## src/rtl/fetch_unit.sv

```systemverilog
// fetch_unit: instruction fetch front end.
// Issues in-order requests to instruction memory at pc_in, tracks the
// {pc,pc4} of each outstanding request in a 2-entry tag FIFO, and buffers
// returned words in a 2-entry instruction queue toward decode. A flush
// empties both structures and drains (discards) the responses still in flight.
// Optional feature macro: FETCH_BYPASS_EN -- a response that arrives while
// the queue is empty is presented to decode in the same cycle.
module fetch_unit #(
   parameter int ADDR_W = 32,
   parameter int DATA_W = 32
) (
   input  logic              clk,
   input  logic              rst,
   input  logic [ADDR_W-1:0] pc_in,
   input  logic [ADDR_W-1:0] pc4_in,
   output logic              pc_stall,
   input  logic              flush,
   output logic              imem_req,
   output logic [ADDR_W-1:0] imem_addr,
   input  logic              imem_gnt,
   input  logic              imem_rvalid,
   input  logic [DATA_W-1:0] imem_rdata,
   output logic              id_valid,
   output logic [DATA_W-1:0] id_instr,
   output logic [ADDR_W-1:0] id_pc,
   output logic [ADDR_W-1:0] id_pc4,
   input  logic              id_ready
);

   typedef enum logic {S_RUN = 1'b0, S_DRAIN = 1'b1} state_e;

   typedef struct packed {
      logic [ADDR_W-1:0] pc;
      logic [ADDR_W-1:0] pc4;
   } tag_t;

   typedef struct packed {
      logic [DATA_W-1:0] instr;
      tag_t              tag;
   } entry_t;

   state_e      state_q, state_d;
   logic [1:0]  drop_cnt_q, drop_cnt_d;

   tag_t        tag_mem_q [2];
   tag_t        tag_mem_d [2];
   logic        tag_wp_q, tag_wp_d, tag_rp_q, tag_rp_d;
   logic [1:0]  tag_cnt_q, tag_cnt_d;

   entry_t      q_mem_q [2];
   entry_t      q_mem_d [2];
   logic        q_wp_q, q_wp_d, q_rp_q, q_rp_d;
   logic [1:0]  q_cnt_q, q_cnt_d;

   logic        req_acc;    // request handshake this cycle
   logic        rsp_hit;    // response that matches an outstanding tag
   logic        rsp_acc;    // response kept (not flushed, not drained)
   logic        drain_rsp;  // response discarded while draining
   logic        byp;        // response forwarded straight to decode
   logic        q_push, q_pop;
   entry_t      rsp_entry;
   entry_t      head;

   assign rsp_hit   = imem_rvalid && (tag_cnt_q != 2'd0);
   assign rsp_acc   = rsp_hit && (state_q == S_RUN) && !flush;
   assign drain_rsp = imem_rvalid && (state_q == S_DRAIN) && (drop_cnt_q != 2'd0);
   assign req_acc   = imem_req && imem_gnt;
   assign rsp_entry = '{instr: imem_rdata, tag: tag_mem_q[tag_rp_q]};

`ifdef FETCH_BYPASS_EN
   assign byp = rsp_acc && (q_cnt_q == 2'd0);
`else
   assign byp = 1'b0;
`endif

   // State register: all flops, synchronous active-high reset.
   always_ff @(posedge clk) begin
      // NOTE: sequential state uses non-blocking assignments so every flop samples pre-edge values.
      if (rst) begin
         state_q    <= S_RUN;
         drop_cnt_q <= 2'd0;
         tag_wp_q   <= 1'b0;
         tag_rp_q   <= 1'b0;
         tag_cnt_q  <= 2'd0;
         q_wp_q     <= 1'b0;
         q_rp_q     <= 1'b0;
         q_cnt_q    <= 2'd0;
         // NOTE: the storage arrays are reset too, because decode must see id_* = 0 out of reset.
         for (int i = 0; i < 2; i++) begin
            tag_mem_q[i] <= '0;
            q_mem_q[i]   <= '0;
         end
      end else begin
         state_q    <= state_d;
         drop_cnt_q <= drop_cnt_d;
         tag_wp_q   <= tag_wp_d;
         tag_rp_q   <= tag_rp_d;
         tag_cnt_q  <= tag_cnt_d;
         q_wp_q     <= q_wp_d;
         q_rp_q     <= q_rp_d;
         q_cnt_q    <= q_cnt_d;
         tag_mem_q  <= tag_mem_d;
         q_mem_q    <= q_mem_d;
      end
   end

   // Next-state logic: RUN/DRAIN and the count of responses still to discard.
   always_comb begin
      // NOTE: defaults first so every path assigns every output -- no latch inferred.
      state_d    = state_q;
      drop_cnt_d = drop_cnt_q;
      case (state_q)
         S_RUN: begin
            if (flush) begin
               // A response arriving in the flush cycle is already retired.
               drop_cnt_d = tag_cnt_q - {1'b0, rsp_hit};
               if (drop_cnt_d != 2'd0) state_d = S_DRAIN;
            end
         end
         S_DRAIN: begin
            // A flush here changes nothing: no new requests were issued.
            if (drain_rsp) begin
               drop_cnt_d = drop_cnt_q - 2'd1;
               if (drop_cnt_d == 2'd0) state_d = S_RUN;
            end
         end
         default: state_d = S_RUN;
      endcase
   end

   // Tag FIFO and instruction queue pointer/occupancy updates.
   always_comb begin
      tag_mem_d = tag_mem_q;
      tag_wp_d  = tag_wp_q;
      tag_rp_d  = tag_rp_q;
      tag_cnt_d = tag_cnt_q;
      q_mem_d   = q_mem_q;
      q_wp_d    = q_wp_q;
      q_rp_d    = q_rp_q;
      q_cnt_d   = q_cnt_q;
      q_push    = rsp_acc && !(byp && id_ready);
      q_pop     = (q_cnt_q != 2'd0) && id_valid && id_ready;
      if (flush) begin
         tag_wp_d  = 1'b0;
         tag_rp_d  = 1'b0;
         tag_cnt_d = 2'd0;
         q_wp_d    = 1'b0;
         q_rp_d    = 1'b0;
         q_cnt_d   = 2'd0;
      end else begin
         if (req_acc) begin
            tag_mem_d[tag_wp_q] = '{pc: pc_in, pc4: pc4_in};
            tag_wp_d            = ~tag_wp_q;
         end
         if (rsp_acc) tag_rp_d = ~tag_rp_q;
         tag_cnt_d = tag_cnt_q + {1'b0, req_acc} - {1'b0, rsp_acc};
         if (q_push) begin
            q_mem_d[q_wp_q] = rsp_entry;
            q_wp_d          = ~q_wp_q;
         end
         if (q_pop) q_rp_d = ~q_rp_q;
         q_cnt_d = q_cnt_q + {1'b0, q_push} - {1'b0, q_pop};
      end
   end

   // Outputs: request gating, PC hold and the decode handoff.
   always_comb begin
      imem_addr = pc_in;
      imem_req  = !rst && (state_q == S_RUN) && !flush &&
                  (({1'b0, tag_cnt_q} + {1'b0, q_cnt_q}) < 3'd2);
      if (rst)        pc_stall = 1'b1;
      else if (flush) pc_stall = 1'b0;
      else            pc_stall = !(imem_req && imem_gnt);
      head     = byp ? rsp_entry : q_mem_q[q_rp_q];
      id_valid = !rst && !flush && ((q_cnt_q != 2'd0) || byp);
      id_instr = head.instr;
      id_pc    = head.tag.pc;
      id_pc4   = head.tag.pc4;
   end

endmodule
```

## config.mk

```make
export PLATFORM = sky130hd
export DESIGN_NAME = fetch_unit
export DESIGN_NICKNAME = d
export VERILOG_FILES = /design/src/rtl/fetch_unit.sv
export SDC_FILE = /design/constraint.sdc
export NUM_CORES = 1
export LEC_CHECK = 0
export CAP_MARGIN = 20
export CORE_ASPECT_RATIO = 1.75
export CORE_MARGIN = 5
export CORE_UTILIZATION = 50
export CTS_BUF_LIST = sky130_fd_sc_hd__clkbuf_2 sky130_fd_sc_hd__clkbuf_4 sky130_fd_sc_hd__clkbuf_8
export DETAILED_ROUTE_END_ITERATION = 10
export GPL_ROUTABILITY_DRIVEN = 0
export PLACE_DENSITY = 0.79
export SYNTH_ARGS = -nofsm -noshare
export SYNTH_HDL_FRONTEND = slang
export SYNTH_SLANG_ARGS = --single-unit
```

## constraint.sdc

```tcl
create_clock -name clk -period 4 [get_ports clk]
set_input_delay 0.6 -clock clk [delete_from_list [all_inputs] [get_ports clk]]
set_output_delay 0.6 -clock clk [all_outputs]
set_load 0.01 [all_outputs]
```

==> metrics <==
compound-cell area share of the yosys netlist 10.7%; final wirelength 37.4 mm; post-DR wirelength/cell 17.8 µm; Critical Path RT 3.40 ns; Layout Skew 0.0229 ns; Initial Util 50.6%; Crit-path slowest cell or4_4; Crit Path Class flop to output port; Vias/cell 5.64; clk buf depth 3; Root Driver clkbuf_8; clk_lat worst skew 0.58 ns; Syn Nets 1672; postcts setup bufs 0; post-synthesis register bit count 331; layout cells sized above 1 16.0%; vias in the first global route 12.1k; total track usage 21.5%; final hold viol count 0; worst slew pin tran 1.10 ns; status completed; Post-Synth Adder-Cell Area 0.726%; mux cell area share after synthesis 25.1%; antenna-violating nets left 0; Tmin final 3.46 ns; Ys Warns 0; total number of vias 11.8k; Hold Path Class flop to flop; largest family of logic cells by synthesized area multiplexers; top_reg_cell synth dfxtp_1; M3 GR Usage 3.41%; number of port buffers 232; Synth Area in Simple Gates 12.1%; initial antenna violation count 1; Syn Area/Cell 9.49 µm²; TNS Setup 0 ns; Final setup viols 0; Worst VDD drop 0.290 mV; Slew HR 26.7%; post-synthesis cell area 14800 µm²; commonest cells after routing, fill and taps aside nand2_1, dfxtp_1, clkdlybuf4s50_1, mux2i_1, mux2_2; I/O pin count 233; grt met2 use 38.7%; Area Growth Syn to Fin 21.2%; Remaining DRCs 0; Hold WS 0.452 ns; nets 1794; Worst path max stage delay 0.52 ns; GR Overflow Total 0; Num CTS Buffers 48; crit start category flop; die height 238 µm; commonest non-fill, non-tap cell in the layout nand2_1; row count 83; RSZ-0062 raised after global routing false; DPL Wire Length 23.6 mm; post-route cell area 18000 µm²; post-synthesis sequential area ratio 44.7%; Critical path buffers and inverters 1; CTS clock-pin slew for the worst setup and hold paths 0.06 ns; Initial DRC Count 825; met1 Use GR 24.8%; Critical Path, Cell by Cell and2_1, fa_1, or4_4, nor2_1, o21ai_0, clkdlybuf4s50_1; final setup margin 0.538 ns; fin. max-slew vios 0; Yosys cell types 43; PD cells 365 nW/µm²; crit path DAT 2.86 ns; critical-path maximum fanout 4; Synth Instances 1562; crit share post-route 86.6%; pin count of the biggest net entering global routing 267; Setup WS pre-CTS 0.739 ns; Area after DPL 17000 µm²; Max Cap Viol 0; Achievable Freq 0.289 GHz; post-CTS sizing 0; CTS tree done; Post-synth EDFFs 0; Top Usage Layer GRT met2; drt pass-1 iters 5; Async S/R FF share, synth 0%; clock sink count 331; leakage 7.45 nW; Die X 140 µm; CTS Hold Buffers Added 0; xor/xnor share of the synthesized area 0.236%; Worst Setup End Kind output port; critical path's top delay family simple AND/OR/NAND/NOR gates; H-tree Lvls 2; die area 33300 µm²; core area 29300 µm²; first-pass GRT wire length 60.1 mm
## synth_stat cells (13+ instances only)
master | n | area [µm²]
buf_2 | 16 | 80.1
buf_4 | 36 | 270
clkbuf_1 | 98 | 368
dfxtp_1 | 331 | 6630
inv_1 | 13 | 48.8
mux2_2 | 160 | 1800
mux2i_1 | 192 | 1920
nand2_1 | 370 | 1390
nand3_1 | 35 | 175
o21ai_0 | 69 | 345
o21ai_1 | 65 | 325
o311ai_0 | 75 | 657
o311ai_1 | 20 | 175
## area by class of cell
type | instances | area [µm²]
fill | 2479 | 11300
multi-input combinational | 1041 | 7270
sequential | 331 | 6640
timing repair buffer | 248 | 2540
clock buffer | 75 | 920
tap | 382 | 478
inverter | 14 | 60.1
clock inverter | 5 | 56.3
antenna | 1 | 2.50
## report_power, final
| part | internal, mW | leakage, nW | total (mW) | switching, mW |
|---|---|---|---|---|
| clock | 1.52 | 0.519 | 2.77 | 1.25 |
| combinational | 0.194 | 4.26 | 0.443 | 0.249 |
| sequential | 3.33 | 2.67 | 3.35 | 0.0205 |
## layer usage
metal,share of wire (%),vias to the layer above
met5,0,-
met4,4.0,0
met3,4.5,91
met2,51,309
met1,40,5741
li1,-,5679
## through the flow
step	instances	power [mW]	util, %
2_1_floorplan	1562	3.67	-
3_3_place_gp	2015	3.85	57.9
3_5_place_dp	2015	3.86	57.9
4_1_cts	2095	6.62	61.3
5_1_grt	2097	6.80	61.3
6_report	2097	6.56	61.3
## worst paths after layout
path,start,end,slack [ns],cells after the start
worst max register to register,q_cnt_q[0],tag_mem_q[81],1.10,6
worst min register to register,tag_mem_q[66],tag_mem_q[66],0.45,2
worst min-delay path,tag_mem_q[66],tag_mem_q[66],0.45,2
worst max-delay path,q_cnt_q[0],pc_stall,0.54,6
## cells by family (layout without fill, tap and decap cells)
group           Yosys count  after routing
mux                     352            352
buf+inv                 190            342
fa+ha+maj                 8              8
flops                   331            331
simple gates            438            438
compound gates          239            239
other cells               0              1
xor+xnor                  4              4
## registers in the layout, indices dropped and copies added, names as in the netlist
signal	flops
q_rp_q	1
drop_cnt_q	2
q_wp_q	1
tag_wp_q	1
q_cnt_q	2
state_q	1
tag_rp_q	1
tag_mem_q	128
tag_cnt_q	2
q_mem_q	192
## worst min-delay path: stages, from the launching register on
cell and delay (ns):
dfxtp_1 0.31, nand2_1 0.05, o21ai_0 0.05
(Power assumes the default switching activity.)
